`src/rtl/aoi7458_bist_ctrl.sv`:
```
`timescale 1ns/1ps
// BIST sequencer for the dual AND-OR gate block: sweeps all 1024 input vectors,
// compares both outputs against a golden model and records error count and first failure.
module aoi7458_bist_ctrl #(
   parameter int SETTLE_CYCLES = 1,
   parameter int ERR_CNT_W     = 11
) (
   input  logic                 clk,
   input  logic                 rst_n,
   input  logic                 start,
   input  logic                 abort,
   output logic [5:0]           dut_p1,
   output logic [3:0]           dut_p2,
   input  logic                 dut_p1y,
   input  logic                 dut_p2y,
   output logic                 busy,
   output logic                 done,
   output logic                 pass,
   output logic [ERR_CNT_W-1:0] err_count,
   output logic                 first_err_valid,
   output logic [9:0]           first_err_vec
);

   typedef enum logic [1:0] {IDLE, APPLY, CHECK, DONE} state_t;

   localparam logic [3:0]           WAIT_LAST = 4'(SETTLE_CYCLES - 1);
   localparam logic [ERR_CNT_W-1:0] ERR_MAX   = '1;
   localparam logic [9:0]           VEC_LAST  = 10'd1023;

   state_t     state;
   logic [9:0] vec;
   logic [3:0] wait_cnt;
   logic       g1, g2, mismatch;

   assign g1       = (vec[0] & vec[1] & vec[2]) | (vec[3] & vec[4] & vec[5]);
   assign g2       = (vec[6] & vec[7]) | (vec[8] & vec[9]);
   assign mismatch = (dut_p1y != g1) | (dut_p2y != g2);

   // Gate inputs are forced low whenever no sweep is in progress.
   assign dut_p1 = busy ? vec[5:0] : 6'd0;
   assign dut_p2 = busy ? vec[9:6] : 4'd0;
   assign pass   = done && (err_count == '0);

   // NOTE: all state below uses non-blocking assignments so every register
   // samples pre-edge values; blocking here would create order-dependent logic.
   always_ff @(posedge clk or negedge rst_n) begin
      if (!rst_n) begin
         state           <= IDLE;
         vec             <= '0;
         wait_cnt        <= '0;
         busy            <= 1'b0;
         done            <= 1'b0;
         err_count       <= '0;
         first_err_valid <= 1'b0;
         first_err_vec   <= '0;
      end else if (abort) begin
         // Results survive an abort so the host can still read them.
         state    <= IDLE;
         vec      <= '0;
         wait_cnt <= '0;
         busy     <= 1'b0;
         done     <= 1'b0;
      end else begin
         case (state)
            IDLE, DONE: begin
               if (start) begin
                  state           <= APPLY;
                  vec             <= '0;
                  wait_cnt        <= '0;
                  busy            <= 1'b1;
                  done            <= 1'b0;
                  err_count       <= '0;
                  first_err_valid <= 1'b0;
                  first_err_vec   <= '0;
               end
            end
            APPLY: begin
               wait_cnt <= wait_cnt + 4'd1;
               if (wait_cnt == WAIT_LAST) state <= CHECK;
            end
            CHECK: begin
               if (mismatch) begin
                  if (err_count != ERR_MAX) err_count <= err_count + ERR_CNT_W'(1);
                  if (!first_err_valid) begin
                     first_err_valid <= 1'b1;
                     first_err_vec   <= vec;
                  end
               end
               if (vec == VEC_LAST) begin
                  state <= DONE;
                  busy  <= 1'b0;
                  done  <= 1'b1;
               end else begin
                  vec      <= vec + 10'd1;
                  wait_cnt <= '0;
                  state    <= APPLY;
               end
            end
            default: state <= IDLE;
         endcase
      end
   end

endmodule

```
`config.mk`:
```
export PLATFORM = sky130hd
export DESIGN_NAME = aoi7458_bist_ctrl
export DESIGN_NICKNAME = d
export VERILOG_FILES = /design/src/rtl/aoi7458_bist_ctrl.sv
export SDC_FILE = /design/constraint.sdc
export NUM_CORES = 1
export LEC_CHECK = 0
export ABC_AREA = 1
export CAP_MARGIN = 30
export CORE_ASPECT_RATIO = 1.25
export CORE_MARGIN = 8
export CORE_UTILIZATION = 35
export DETAILED_ROUTE_END_ITERATION = 16
export GPL_ROUTABILITY_DRIVEN = 0
export PLACE_DENSITY = 0.54
export SYNTH_ARGS = -nofsm -noshare
export SYNTH_HDL_FRONTEND = slang
export SYNTH_SLANG_ARGS = --single-unit
```
`constraint.sdc`:
```
create_clock -name clk -period 2.7 [get_ports clk]
set_input_delay 0.54 -clock clk [delete_from_list [all_inputs] [get_ports clk]]
set_output_delay 0.54 -clock clk [all_outputs]
set_load 0.02 [all_outputs]
```
== After elaboration in Yosys (flattened, before gate mapping) ==
Cells that the tools add are included.

* Register bits: 40
* Latch bits: 0
* Bits in writable memories: 0
* Memory bits (read-only): 0
* Memories: 0

* Add/sub/neg operators: 3
* Multiply operators: 0
* Divide/modulo/power cells: 0
* Order comparisons: 0
* Equality and inequality tests: 15
* Shifts and indexed selects: 0
* Multiplexer cells: 32
* Bitwise gates (word level): 10
* Reduce and logical (&&, ||, !) cells: 14

{| class="wikitable"
|+ Operators by type and width
! cell !! number
|-
| $mux 10 || 5
|-
| $pmux 10 s2 || 2
|-
| $mux 11 || 3
|-
| $pmux 11 s2 || 1
|-
| $mux 4 || 4
|-
| $ne 3x3->1 const B || 4
|-
| $pmux 4 s3 || 1
|-
| $add 11x1->11 const B || 1
|-
| $logic_not 11->1 || 1
|-
| $ne 11x11->1 const B || 1
|-
| $add 10x1->10 const B || 1
|-
| $eq 10x10->1 const B || 1
|-
| $reduce_and 5->1 || 2
|-
| $mux 2 || 4
|-
| $ne 2x2->1 const B || 4
|-
| $mux 1 || 7
|-
| $and 1x1->1 || 6
|-
| $mux 6 || 1
|-
| $pmux 1 s2 || 3
|-
| $pmux 2 s3 || 1
|-
| $reduce_and 3->1 || 2
|-
| $add 4x1->4 const B || 1
|-
| $eq 2x2->1 const B || 2
|-
| $logic_not 4->1 || 1
|-
| other kinds (11) || 15
|}

== Longest topological paths before layout ==
* Depth after elaboration: 7
* Gate-level depth with buffers: 12
* Gate-level depth less buffers: 11

== Least setup slack after synthesis ==
No wires, ideal clock.

* Kind: flip-flop to output port
* From: reg err_count[0]
* To: out pass
* Arrival time: 1.289 ns
* Path slack: 0.871 ns
* Cell stages (with the launch flop): 5
* Buffers on the path: 0
* Cells stage by stage: dfrtp_1 inv_1 ha_1 nand4_1 nor3_1

* Longest elaborated chain between the ends: 2

{| class="wikitable"
|+ RTL lines
! what !! RTL line !! RTL
|-
| start, declared || 19 || <nowiki>output logic [ERR_CNT_W-1:0] err_count,</nowiki>
|-
| start signal, assigned || 83 || <nowiki>if (err_count != ERR_MAX) err_count <= err_count + ERR_CNT_W'(1);</nowiki>
|-
| $logic_not 11->1 || 42 || <nowiki>assign pass = done && (err_count == '0);</nowiki>
|-
| $logic_and 1x1->1 || 42 ||
|-
| end, declared || 18 || <nowiki>output logic pass,</nowiki>
|}

No other way between the ends.

== Final worst setup path ==
Same ends and word-level chain as after synthesis.

==> summary.md <==
| Metric | Value |
|---|---|
| Yosys warns | 0 |
| Largest area contributor in the netlist | dfrtp_1 |
| Sw frac | 32.8% |
| Share of async-settable or async-resettable flops after synthesis | 100% |
| Num CTS Buffers | 5 |
| Kind of critical path | flip-flop to output port |
| Die ar. | 10300 um2 |
| Comb pwr share | 20.8% |
| Crit path required time | 2160 ps |
| Clk_skew | 9.04 ps |
| Clock Tree Buf Depth | 2 |
| Worst Setup SP | err_count[0] |
| Initial antenna violation count | 0 |
| Number of synthesized flops with an enable pin | 0 |
| Global-route wire length before repair | 11.2 mm |
| Post-Synthesis Cells | 369 |
| Post-synthesis sequential area ratio | 39.4% |
| Largest net degree at the start of global routing | 41 |
| Post_cts resized | 0 |
| Die Wd | 92.2 um |
| Cell Area, Synth | 2540 um2 |
| Routed WL | 6.45 mm |
| CP peak stage delay | 640 ps |
| ANT cells | 0 |
| Minimum clock period | 2470 ps |
| Syn avg cell area | 6.89 um2 |
| Root Buffer | clkbuf_8 |
| Hold buffer count at cts | 0 |
| Port buffer count | 40 |
| Clk sinks | 40 |
| Number of global-route vias before repair | 2351 |
| Tightest Hold Check Type | input port to async pin |
| # IOs | 41 |
| Starting Density | 36.2% |
| RR Startpoint | vec[0] |
| Drt via density | 4.72 |
| Count leader, synth | nand2_1 |
| DRC Markers | 0 |
| Leakage power | 1.47 nW |
| Reg clk slew, reported paths | 80 ps |
| Most instantiated cells after synthesis | nand2_1 (138), inv_1 (45), dfrtp_1 (40), nor2_1 (34), nand3_1 (21) |
| Hpwl dp | 4.82 mm |
| Final hold vios | 0 |
| CP max-delay cell | clkdlybuf4s50_1 |
| Crit path capture type | output port |
| Worst r2r dst | first_err_vec[1] |
| CP startpoint kind | flip-flop |
| Final Cycle Share | 91.4% |
| Synth Flop Type | dfrtp_1 |
| Skew-Pair Late Insertion Delay | 290 ps |
| DR WL/cell | 13.0 um |
| DR vias | 2353 |
| Seq pwr share | 46.0% |
| Pwr Density | 474 nW/um2 |
| CTS tree | yes |
| R2r setup slk | 660 ps |
| VDD IR max | 0.221 mV |
| DP Cell Count | 489 |
| Setup TNS | 0 ps |
| Max-Cap Viols | 0 |
| Reg2reg path depth | 10 |
| Worst hold slack | 176 ps |
| Sw Pwr | 0.483 mW |
| Core area | 7020 um2 |
| Cell variety after synth | 31 |
| Max Transition Viols Final | 0 |
| RSZ-0062 raised after global routing | false |
| Rows | 34 |
| #FFs+latches synth | 40 |
| Run status | finished clean |
| F_max | 0.405 GHz |
| GRT Residual Overflow | 0 |
| Layout Cells excl Fill | 498 |
| Top cell type's share of synthesized area | 39.4% |
| H-tree levels | 2 |
| Setup-failing EPs final | 0 |
| Least-Margin Pin Slew | 552 ps |
| Critical Path End | pass |
| Die extent in y | 111 um |
| Post-CTS setup buffers | 0 |
| GRT Resource Usage Total | 13.2% |
| Synth top area cells | dfrtp_1 (39%), nand2_1 (20%), inv_1 (6.6%) |
| Area growth, synth to finish | 22.4% |
| DRT antenna net count | 0 |
| Total chip power | 1.47 mW |
| Starting DRT DRC Count | 85 |
| Pint | 0.990 mW |
| WP data arrival | 1930 ps |
| Fin nets | 421 |
| Layout fillers | 731 |
| Initial DRT Pass Iterations | 4 |
| Clock power frac | 33.2% |
| Final Core Density | 44.3% |
| CP max FO | 8 |
| CP Cell Sequence | inv_1, ha_1, nand4_1, nor3_1, clkdlybuf4s50_1 |
| Layout cells sized above 1 | 6.86% |
| Max-slew headroom | 63.1% |
| Syn nets | 383 |
## through the flow
step | setup WS, ps | area [um2]
after floorplan | 871 | 2540
after global placement | 365 | 2980
after detailed placement | 288 | 2980
after CTS | 172 | 3090
after global routing | 69.5 | 3110
final | 232 | 3110
## cell usage in the layout (no fill, tap or decap), drive strengths merged
cell           netlist  routed
a21o                 1       1
a21oi                7       7
a31oi                1       1
buf                  9       5
bufinv               0       1
clkbuf               4       6
clkdlybuf4s50        0      39
clkinv               0       1
dfrtp               40      40
ha                   8       8
inv                 48      48
nand2              142     142
nand3               23      23
nand3b               1       1
nand4               11      11
nor2                37      37
nor3                 5       5
nor3b                2       2
o21ai               22      22
o21bai               1       1
o22ai                1       1
or2                  1       1
xnor2                1       1
xor2                 4       4
## sequential cells by signal (all words and copies together), names as in the netlist
| register | cells |
|---|---|
| busy | 1 |
| first_err_valid | 1 |
| wait_cnt | 4 |
| vec | 10 |
| err_count | 11 |
| state | 2 |
| first_err_vec | 10 |
| done | 1 |
## power groups by stage
stage | logic, mW | clock network [mW] | registers, mW
4_1_cts | 0.309 | 0.513 | 0.679
5_1_grt | 0.350 | 0.533 | 0.687
6_report | 0.307 | 0.489 | 0.677
2_1_floorplan | 0.227 | 0 | 0.677
3_3_place_gp | 0.305 | 0 | 0.689
3_5_place_dp | 0.308 | 0 | 0.691
## kinds of logic after synthesis
kind of cell	share of synthesized area, %
DFF	39.4
xor gates and xnor gates	1.72
adders and majority gates	3.94
and+or+nand+nor	37.1
buffers and inverters	10.6
AOI/OAI and AO/OA	7.24
## worst max-delay path, delay by kind of cell, from the launching register on
| family | cells | cell delay (ps) |
|---|---|---|
| simple gates | 2 | 270 |
| buf+inv | 2 | 750 |
| fa+ha+maj | 1 | 150 |
| flops | 1 | 470 |
## layer usage
layer,track usage (%),up-vias,wire length (um)
li1,-,1225,-
met1,15.0,1065,2800
met2,22.4,53,3210
met3,3.59,10,326
met4,5.28,0,124
met5,0,-,0
## layout make-up
cell class / instances / area (um2) / area share (%)
repair buffers: 44 / 438 / 14.1
flip-flops and latches: 40 / 1000 / 32.2
well taps: 90 / 113 / 3.62
inverters: 48 / 180 / 5.79
multi-input cells: 268 / 1270 / 40.8
clock buffers: 6 / 72.6 / 2.33
clock inverters: 2 / 35.0 / 1.13
## how the worst min path moves through the flow
stage / to / slack (ps)
after floorplan: busy / 240
after global placement: first_err_vec[1] / 470
after detailed placement: first_err_vec[2] / 470
after CTS: vec[0] / 410
after global routing: first_err_vec[5] / 200
final: first_err_vec[2] / 180
(Power assumes the default switching activity.)
